==> config.mk <==
export PLATFORM = sky130hd
export DESIGN_NAME = xs3_code_converter
export DESIGN_NICKNAME = d
export VERILOG_FILES = /design/src/rtl/xs3_code_converter.sv
export SDC_FILE = /design/constraint.sdc
export NUM_CORES = 1
export LEC_CHECK = 0
export CORE_UTILIZATION = 53
export DETAILED_ROUTE_END_ITERATION = 10
export GPL_TIMING_DRIVEN = 0
export PLACE_DENSITY = 0.9
export SYNTH_ARGS = -nofsm -noshare
export SYNTH_HDL_FRONTEND = slang
export SYNTH_SLANG_ARGS = --single-unit
==> constraint.sdc <==
create_clock -name clk -period 5.4 [get_ports clk]
set_input_delay 0.54 -clock clk [delete_from_list [all_inputs] [get_ports clk]]
set_output_delay 0.54 -clock clk [all_outputs]
set_load 0.01 [all_outputs]
==> src/rtl/xs3_code_converter.sv <==
// rtl/xs3_code_converter.sv - multi-digit BCD <-> Excess-3 converter, one digit per clock
// A word is latched at accept, converted LSB digit first through one shared converter, then held until taken.

module xs3_digit_conv (
  input  logic       mode,
  input  logic [3:0] din,
  output logic [3:0] dout,
  output logic       err
);

  always_comb begin
    dout = 4'h0;
    err  = 1'b0;
    if (!mode) begin
      if (din <= 4'd9) dout = din + 4'd3;
      else             err  = 1'b1;
    end else begin
      if (din >= 4'd3 && din <= 4'd12) dout = din - 4'd3;
      else                             err  = 1'b1;
    end
  end

endmodule

module xs3_code_converter #(
  parameter int DIGITS = 4
) (
  input  logic                  clk,
  input  logic                  rst_n,
  input  logic                  in_valid,
  output logic                  in_ready,
  input  logic                  in_mode,
  input  logic [4*DIGITS-1:0]   in_data,
  output logic                  out_valid,
  input  logic                  out_ready,
  output logic [4*DIGITS-1:0]   out_data,
  output logic [DIGITS-1:0]     out_err,
  output logic                  out_mode,
  output logic                  busy
);

  localparam int CNT_W = (DIGITS > 1) ? $clog2(DIGITS) : 1;
  localparam logic [CNT_W-1:0] LAST = CNT_W'(DIGITS - 1);

  typedef enum logic [1:0] {IDLE, CONV, DONE} state_t;

  state_t                state_q, state_d;
  logic [CNT_W-1:0]      cnt_q, cnt_d;
  logic [4*DIGITS-1:0]   work_q, work_d;
  logic [4*DIGITS-1:0]   res_q, res_d;
  logic [DIGITS-1:0]     err_q, err_d;
  logic                  mode_q, mode_d;
  logic                  in_ready_q, in_ready_d;
  logic                  out_valid_q, out_valid_d;
  logic                  busy_q, busy_d;

  logic [3:0]            cur_digit;
  logic [3:0]            conv_digit;
  logic                  conv_err;

  always_comb begin
    cur_digit = 4'h0;
    for (int i = 0; i < DIGITS; i++) begin
      if (cnt_q == CNT_W'(i)) cur_digit = work_q[4*i +: 4];
    end
  end

  xs3_digit_conv u_digit_conv (
    .mode (mode_q),
    .din  (cur_digit),
    .dout (conv_digit),
    .err  (conv_err)
  );

  always_comb begin
    state_d = state_q;
    cnt_d   = cnt_q;
    work_d  = work_q;
    res_d   = res_q;
    err_d   = err_q;
    mode_d  = mode_q;
    case (state_q)
      IDLE: begin
        if (in_valid && in_ready_q) begin
          work_d  = in_data;
          mode_d  = in_mode;
          res_d   = '0;
          err_d   = '0;
          cnt_d   = '0;
          state_d = CONV;
        end
      end
      CONV: begin
        for (int i = 0; i < DIGITS; i++) begin
          if (cnt_q == CNT_W'(i)) begin
            res_d[4*i +: 4] = conv_digit;
            err_d[i]        = conv_err;
          end
        end
        if (cnt_q == LAST) begin
          cnt_d   = '0;
          state_d = DONE;
        end else begin
          cnt_d = cnt_q + CNT_W'(1);
        end
      end
      DONE: begin
        if (out_ready) state_d = IDLE;
      end
      default: state_d = IDLE;
    endcase
    // Handshake flags are registered alongside the state they decode.
    in_ready_d  = (state_d == IDLE);
    out_valid_d = (state_d == DONE);
    busy_d      = (state_d != IDLE);
  end

  always_ff @(posedge clk or negedge rst_n) begin
    if (!rst_n) begin
      state_q     <= IDLE;
      cnt_q       <= '0;
      work_q      <= '0;
      res_q       <= '0;
      err_q       <= '0;
      mode_q      <= 1'b0;
      in_ready_q  <= 1'b1;
      out_valid_q <= 1'b0;
      busy_q      <= 1'b0;
    end else begin
      state_q     <= state_d;
      cnt_q       <= cnt_d;
      work_q      <= work_d;
      res_q       <= res_d;
      err_q       <= err_d;
      mode_q      <= mode_d;
      in_ready_q  <= in_ready_d;
      out_valid_q <= out_valid_d;
      busy_q      <= busy_d;
    end
  end

  assign in_ready  = in_ready_q;
  assign out_valid = out_valid_q;
  assign out_data  = res_q;
  assign out_err   = err_q;
  assign out_mode  = mode_q;
  assign busy      = busy_q;

endmodule

Word-level counts from Yosys, hierarchy flattened
Index checks and enable logic that the tools add are counted.
- input bits: 21
- memory bits (writable): 0
- latch bits: 0
- ROM bits: 0
- word-level logic and storage cells: 74
- register bits after elaboration: 44
- memories kept: 0
- reductions and logical operators: 13
- mux-type cells: 29
- add/subtract/negate cells: 3
- $mul: 0
- bitwise logic cells: 0
- $lt $le $gt $ge: 3
- shift operators: 0
- eq/ne operators: 11
- divide/modulo/power cells: 0
- operators by type and width (kind ; number):
    $mux W4 ; 12
    $pmux W16 S2 ; 1
    $mux W16 ; 1
    $reduce_and A3 Y1 ; 4
    $mux W2 ; 5
    $ne A2 B2 Y1 const B ; 5
    $eq A2 B2 Y1 const B ; 4
    $le A4 B4 Y1 const B ; 2
    $pmux W4 S2 ; 1
    $mux W1 ; 7
    $logic_not A2 Y1 ; 3
    $pmux W2 S3 ; 1
    $add A4 B2 Y4 const B ; 1
    $eq A2 B1 Y1 const B ; 2
    $ge A4 B2 Y1 const B ; 1
    $pmux W2 S2 ; 1
    $reduce_and A2 Y1 ; 2
    $reduce_bool A2 Y1 ; 2
    $sub A4 B2 Y4 const B ; 1
    $add A2 B1 Y2 const B ; 1
    $logic_and A1 B1 Y1 ; 2

Logic depth before layout (Yosys ltp)
- word-level depth: 11
- depth in mapped cells: 12
- depth with buffers taken out: 11

Hierarchy
From an unflattened synthesis, not the netlist that was laid out.
- cells, all modules: 206
- area, all modules: 2104.5 um^2
- by module, submodules not included (module ; area an instance (um^2) ; instances ; seq. area each (um^2) ; cells an instance):
    xs3_code_converter ; 1859.3 ; 1 ; 1102.3 ; 172
    xs3_digit_conv ; 245.2 ; 1 ; 0.0 ; 34

Worst setup path before layout
No wires, ideal clock.
- path kind: flip-flop to flip-flop
- start point: register cnt_q[0]
- end point: register res_q[11] (netlist: out_data[11])
- data arrival time: 2.248 ns
- library setup time: 0.128 ns
- setup slack: 3.025 ns
- stages on the path, launching flop included: 12
- period minus slack after synthesis: 2.375 ns
- path through: dfrtp_1 -> ha_1 -> buf_6 -> clkinv_4 -> nand2_2 -> o221ai_2 -> inv_1 -> ha_1 -> nor3_1 -> a211oi_2 -> nor4b_2 -> mux2_1
- cells in the longest elaborated chain, start to end: 11
- elaborated cells on any way between the ends: 21
- RTL lines (item ; RTL line ; source):
    from (decl) ; 48 ; logic [CNT_W-1:0] cnt_q, cnt_d;
    from (signal assigned) ; 131 ; cnt_q <= cnt_d;
    $logic_not A2 Y1 ; 64 ; if (cnt_q == CNT_W'(i)) cur_digit = work_q[4*i +: 4];
    $mux W4 (4 in series) ; 64 ;
    $ge A4 B2 Y1 or $le A4 B4 Y1 (tied branches) ; 18 ; if (din >= 4'd3 && din <= 4'd12) dout = din - 4'd3;
    $logic_and A1 B1 Y1 ; 18 ;
    $mux W4 ; 18 ;
    $mux W4 ; 14 ; if (!mode) begin
    $mux W4 ; 95 ; if (cnt_q == CNT_W'(i)) begin
    $pmux W16 S2 ; 82 ; case (state_q)
    to (signal assigned) ; 133 ; res_q <= res_d;
    to (decl) ; 50 ; logic [4*DIGITS-1:0] res_q, res_d;
Several ways; a longest one is shown, not always the timed one. The select of a mux whose other input is x is not followed.
A chain may end at the register's enable or synchronous reset.

Worst setup path in the final report
- start point: register cnt_q[0]
- end point: register res_q[7] (netlist: out_data[7])
Same word-level chain as after synthesis.

==> impl_metrics.ini <==
[cts]
tritoncts_num_sinks = 44
cts-hold-fix-buffers = 0
cts_root_buf = sky130_fd_sc_hd__clkbuf_8
cts_max_path_buffers = 2
cts_tree = built
cts_resized = 0
clock_latency_ns = 0.30
htree_levels = 2
tritoncts.num_buffers = 5
cts.reportedPaths.clkPinSlew_ns = 0.08
postCtsSetupRepairBufs = 0

[cells_and_area]
n_fill_cell = 281
multi_input_comb_area_sq_um = 839.6
finalInstanceArea_sq_mm = 0.002626
register_area_sq_mm = 0.001102
layout.cells.most_common = sky130_fd_sc_hd__nand2_1
ant_diodes = 0
syn_to_final_growth_pct = 30.13
layout.cells.most_common_list = 87 x sky130_fd_sc_hd__nand2_1, 43 x sky130_fd_sc_hd__dfrtp_1, 43 x sky130_fd_sc_hd__clkdlybuf4s50_1
share_of_post_route_cells_with_drive_strength_above_1_pct = 7.778
nets = 295

[min_path]
hold_class = primary input to asynchronous set/reset pin

[setup_path]
worst_r2r_endpoint = out_data[7]$_DFFE_PN0P_
cp_slowest_cell = sky130_fd_sc_hd__nor4b_2
worst-endpoint-required_ns = 5.64
arrival_ns = 3.20
critPathLaunchType = flip-flop
worstPathMaxFanout = 7
timing.reg2reg.worst_path_depth = 11
worst_path_largest_cell_delay_ns = 0.51
worstSetupEndpointType = flip-flop
critPathKind = flip-flop to flip-flop
crit-reg2reg-launch = cnt_q[0]$_DFFE_PN0P_
worstPathCellList = inv_1, ha_1, nand2_1, o211ai_1, o221ai_2, inv_1, ha_1, nor3_1, a211oi_2, nor4b_2, mux2_1
r2r_setup_slack_ns = 2.44

[synthesis]
mappedNetlistArea_sq_mm = 0.002018
nets_in_the_synthesized_netlist = 243
cell_count_after_synthesis = 217
synth_seq_cells = 44
synth_area_per_cell_sq_um = 9.300
yosysUniqueCellTypes = 33
yosysSeqAreaShare_pct = 54.62
yosys_warnings = 0

[floorplanning]
rows = 22
dieHeight_microns = 63.71
io-pin-count = 45
dieArea_sq_mm = 0.004059
start_util_pct = 55.13
core_area_sq_mm = 0.003661
floorplan.die.width_microns = 63.71

[pwr]
pwr_density_cell_mw_per_mm2 = 624.0
seq_power_share_pct = 33.4
share_comb_of_total_power_pct = 53.7
power_internal_uw = 929.7
clock_power_share_pct = 12.9
static-leakage-power_uw = 0.001234
finalPower_uw = 1639
max-vdd-ir-drop_v = 0.0002764
switching_share_pct = 43.27
total_switching_power_uw = 709.1

[placed_design]
dp_hpwl_microns = 3079
io_buffers = 44
finalWeightedCongestion = 0.8279
placed_cell_area_sq_mm = 0.002534

[sta]
rsz0062_at_grt = no
drv_slew = 0
clock-skew-final_ns = 0.008830
fin_crit_sh_pct = 54.85
minimum_clock_period_after_layout_ns = 2.962
final_sum_of_negative_setup_slack_ns = 0
timing.final.setup_violations = 0
slew_headroom_pct = 46.82
worst-slew-pin-transition_ns = 0.7874
fmaxAchievable_mhz = 337.6
timing_hold_violations_final = 0

[global_routing]
initial_antenna_violation_count = 0
first_global_vias = 1609
wire_length_of_the_first_global_routing_pass_microns = 7182
grt.total_usage_pct = 23.30
grt_start_max_net_pins = 44
grt_remaining_overflow = 0

[detailed_routing]
routed_wirelength_microns = 4140
detailedRoute.firstPassIterationCount = 4
drt_iter0_drc = 118
drcViolationCount = 0
vias = 1668
post_dr_vias_cell = 5.245
detail_route.wl_per_cell_microns = 13.02
post_route_ant_nets = 0

[status]
outcome = complete, no violations

[job]
max_cap_check_violation_count = 0
## registers in the layout, indices dropped and copies added (netlist names)
| register | flops |
|---|---|
| out_data | 16 |
| work_q | 16 |
| out_err | 4 |
| cnt_q | 2 |
| state_q | 2 |
| busy | 1 |
| in_ready | 1 |
| out_mode | 1 |
| out_valid | 1 |
## worst max-delay path: cells and delay by family, from the launching register on
family                     cells  cell delay (ns)
AOI/OAI and AO/OA              3             0.81
and+or+nand+nor                3             0.69
adders and majority gates      2             0.51
DFF                            1             0.44
buffers and inverters          2             0.24
muxes                          1             0.21
## metal layers
metal / GRT usage, % / vias to the layer above / part of all wire [%]
li1: - / 828 / -
met1: 29.32 / 769 / 43
met2: 38.56 / 66 / 51
met3: 5.072 / 5 / 5.0
met4: 9.659 / 0 / 1.0
met5: 0 / - / 0
## through the flow
stage	utilization (%)	worst slack, ns	cells	hold WS [ns]
6_report	71.74	2.438	318	0.02466
5_1_grt	71.74	2.197	318	0.009535
4_1_cts	71.74	2.404	318	0.01988
3_5_place_dp	69.21	2.445	310	0.3405
3_3_place_gp	68.80	2.553	309	0.4583
2_1_floorplan	-	3.025	217	0.2444
## cell type report
type,instances,share of cell area (%)
Multi-Input combinational cell,158,31.97
Buffer,7,1.572
Inverter,8,1.334
Clock inverter,2,0.3811
Sequential cell,44,41.97
Timing Repair Buffer,45,17.34
Clock buffer,6,3.144
Tap cell,48,2.287
## cells in the mapped netlist
master,number,area [sq um]
sky130_fd_sc_hd__buf_6,2,22.52
sky130_fd_sc_hd__o221ai_2,2,30.03
sky130_fd_sc_hd__o211a_1,1,10.01
sky130_fd_sc_hd__nor3b_1,1,7.510
sky130_fd_sc_hd__and2_1,1,6.260
sky130_fd_sc_hd__nand2_1,87,326.6
sky130_fd_sc_hd__nand2_2,1,6.260
sky130_fd_sc_hd__a21oi_2,1,8.760
sky130_fd_sc_hd__a211o_1,1,8.760
sky130_fd_sc_hd__a211oi_1,3,22.52
sky130_fd_sc_hd__o21ba_2,1,10.01
sky130_fd_sc_hd__dfstp_2,1,26.28
sky130_fd_sc_hd__and3_1,1,6.260
sky130_fd_sc_hd__clkbuf_1,5,18.77
sky130_fd_sc_hd__nor3_1,4,20.02
sky130_fd_sc_hd__nor2b_1,2,12.51
sky130_fd_sc_hd__ha_1,5,62.56
sky130_fd_sc_hd__nand2b_1,2,12.51
sky130_fd_sc_hd__nand3b_1,1,7.510
sky130_fd_sc_hd__a21oi_1,5,25.02
sky130_fd_sc_hd__o41ai_1,1,8.760
sky130_fd_sc_hd__clkinv_4,1,8.760
sky130_fd_sc_hd__dfrtp_1,43,1076
sky130_fd_sc_hd__o21ai_0,18,90.09
sky130_fd_sc_hd__nor2_1,5,18.77
sky130_fd_sc_hd__inv_1,7,26.28
sky130_fd_sc_hd__o221ai_1,1,8.760
sky130_fd_sc_hd__a211oi_2,1,12.51
sky130_fd_sc_hd__o211ai_1,5,37.54
sky130_fd_sc_hd__nor4b_2,1,15.01
sky130_fd_sc_hd__nand3_1,1,5.000
sky130_fd_sc_hd__o31ai_1,2,15.01
sky130_fd_sc_hd__mux2_1,4,45.04
## worst max path at each step
| stage | cells past startpoint | startpoint | to |
|---|---|---|---|
| finish | 11 | cnt_q[0]$_DFFE_PN0P_ | out_data[7]$_DFFE_PN0P_ |
| global route | 11 | cnt_q[0]$_DFFE_PN0P_ | out_data[15]$_DFFE_PN0P_ |
| CTS | 11 | cnt_q[0]$_DFFE_PN0P_ | out_data[7]$_DFFE_PN0P_ |
| detailed placement | 11 | cnt_q[0]$_DFFE_PN0P_ | out_data[7]$_DFFE_PN0P_ |
| global placement | 11 | cnt_q[0]$_DFFE_PN0P_ | out_data[15]$_DFFE_PN0P_ |
| floorplan | 11 | cnt_q[0]$_DFFE_PN0P_ | out_data[11]$_DFFE_PN0P_ |
## logic make-up (layout without fill, tap and decap cells)
group	Yosys count	after routing	synth area share [%]
muxes	4	4	2.232
and+or+nand+nor	107	107	22.01
adders and majority gates	5	5	3.100
DFF	44	44	54.62
AOI/OAI and AO/OA	42	42	14.26
buffers and inverters	15	68	3.782
## power groups by stage
stage / Sequential (uW) / Clock [uW] / Combinational (uW)
after floorplan: 567 / 0 / 548
after global placement: 547 / 0 / 835
after detailed placement: 554 / 0 / 872
after CTS: 547 / 213 / 881
after global routing: 564 / 233 / 976
final: 547 / 211 / 881
No activity file was read; power rests on OpenSTA's default activity.
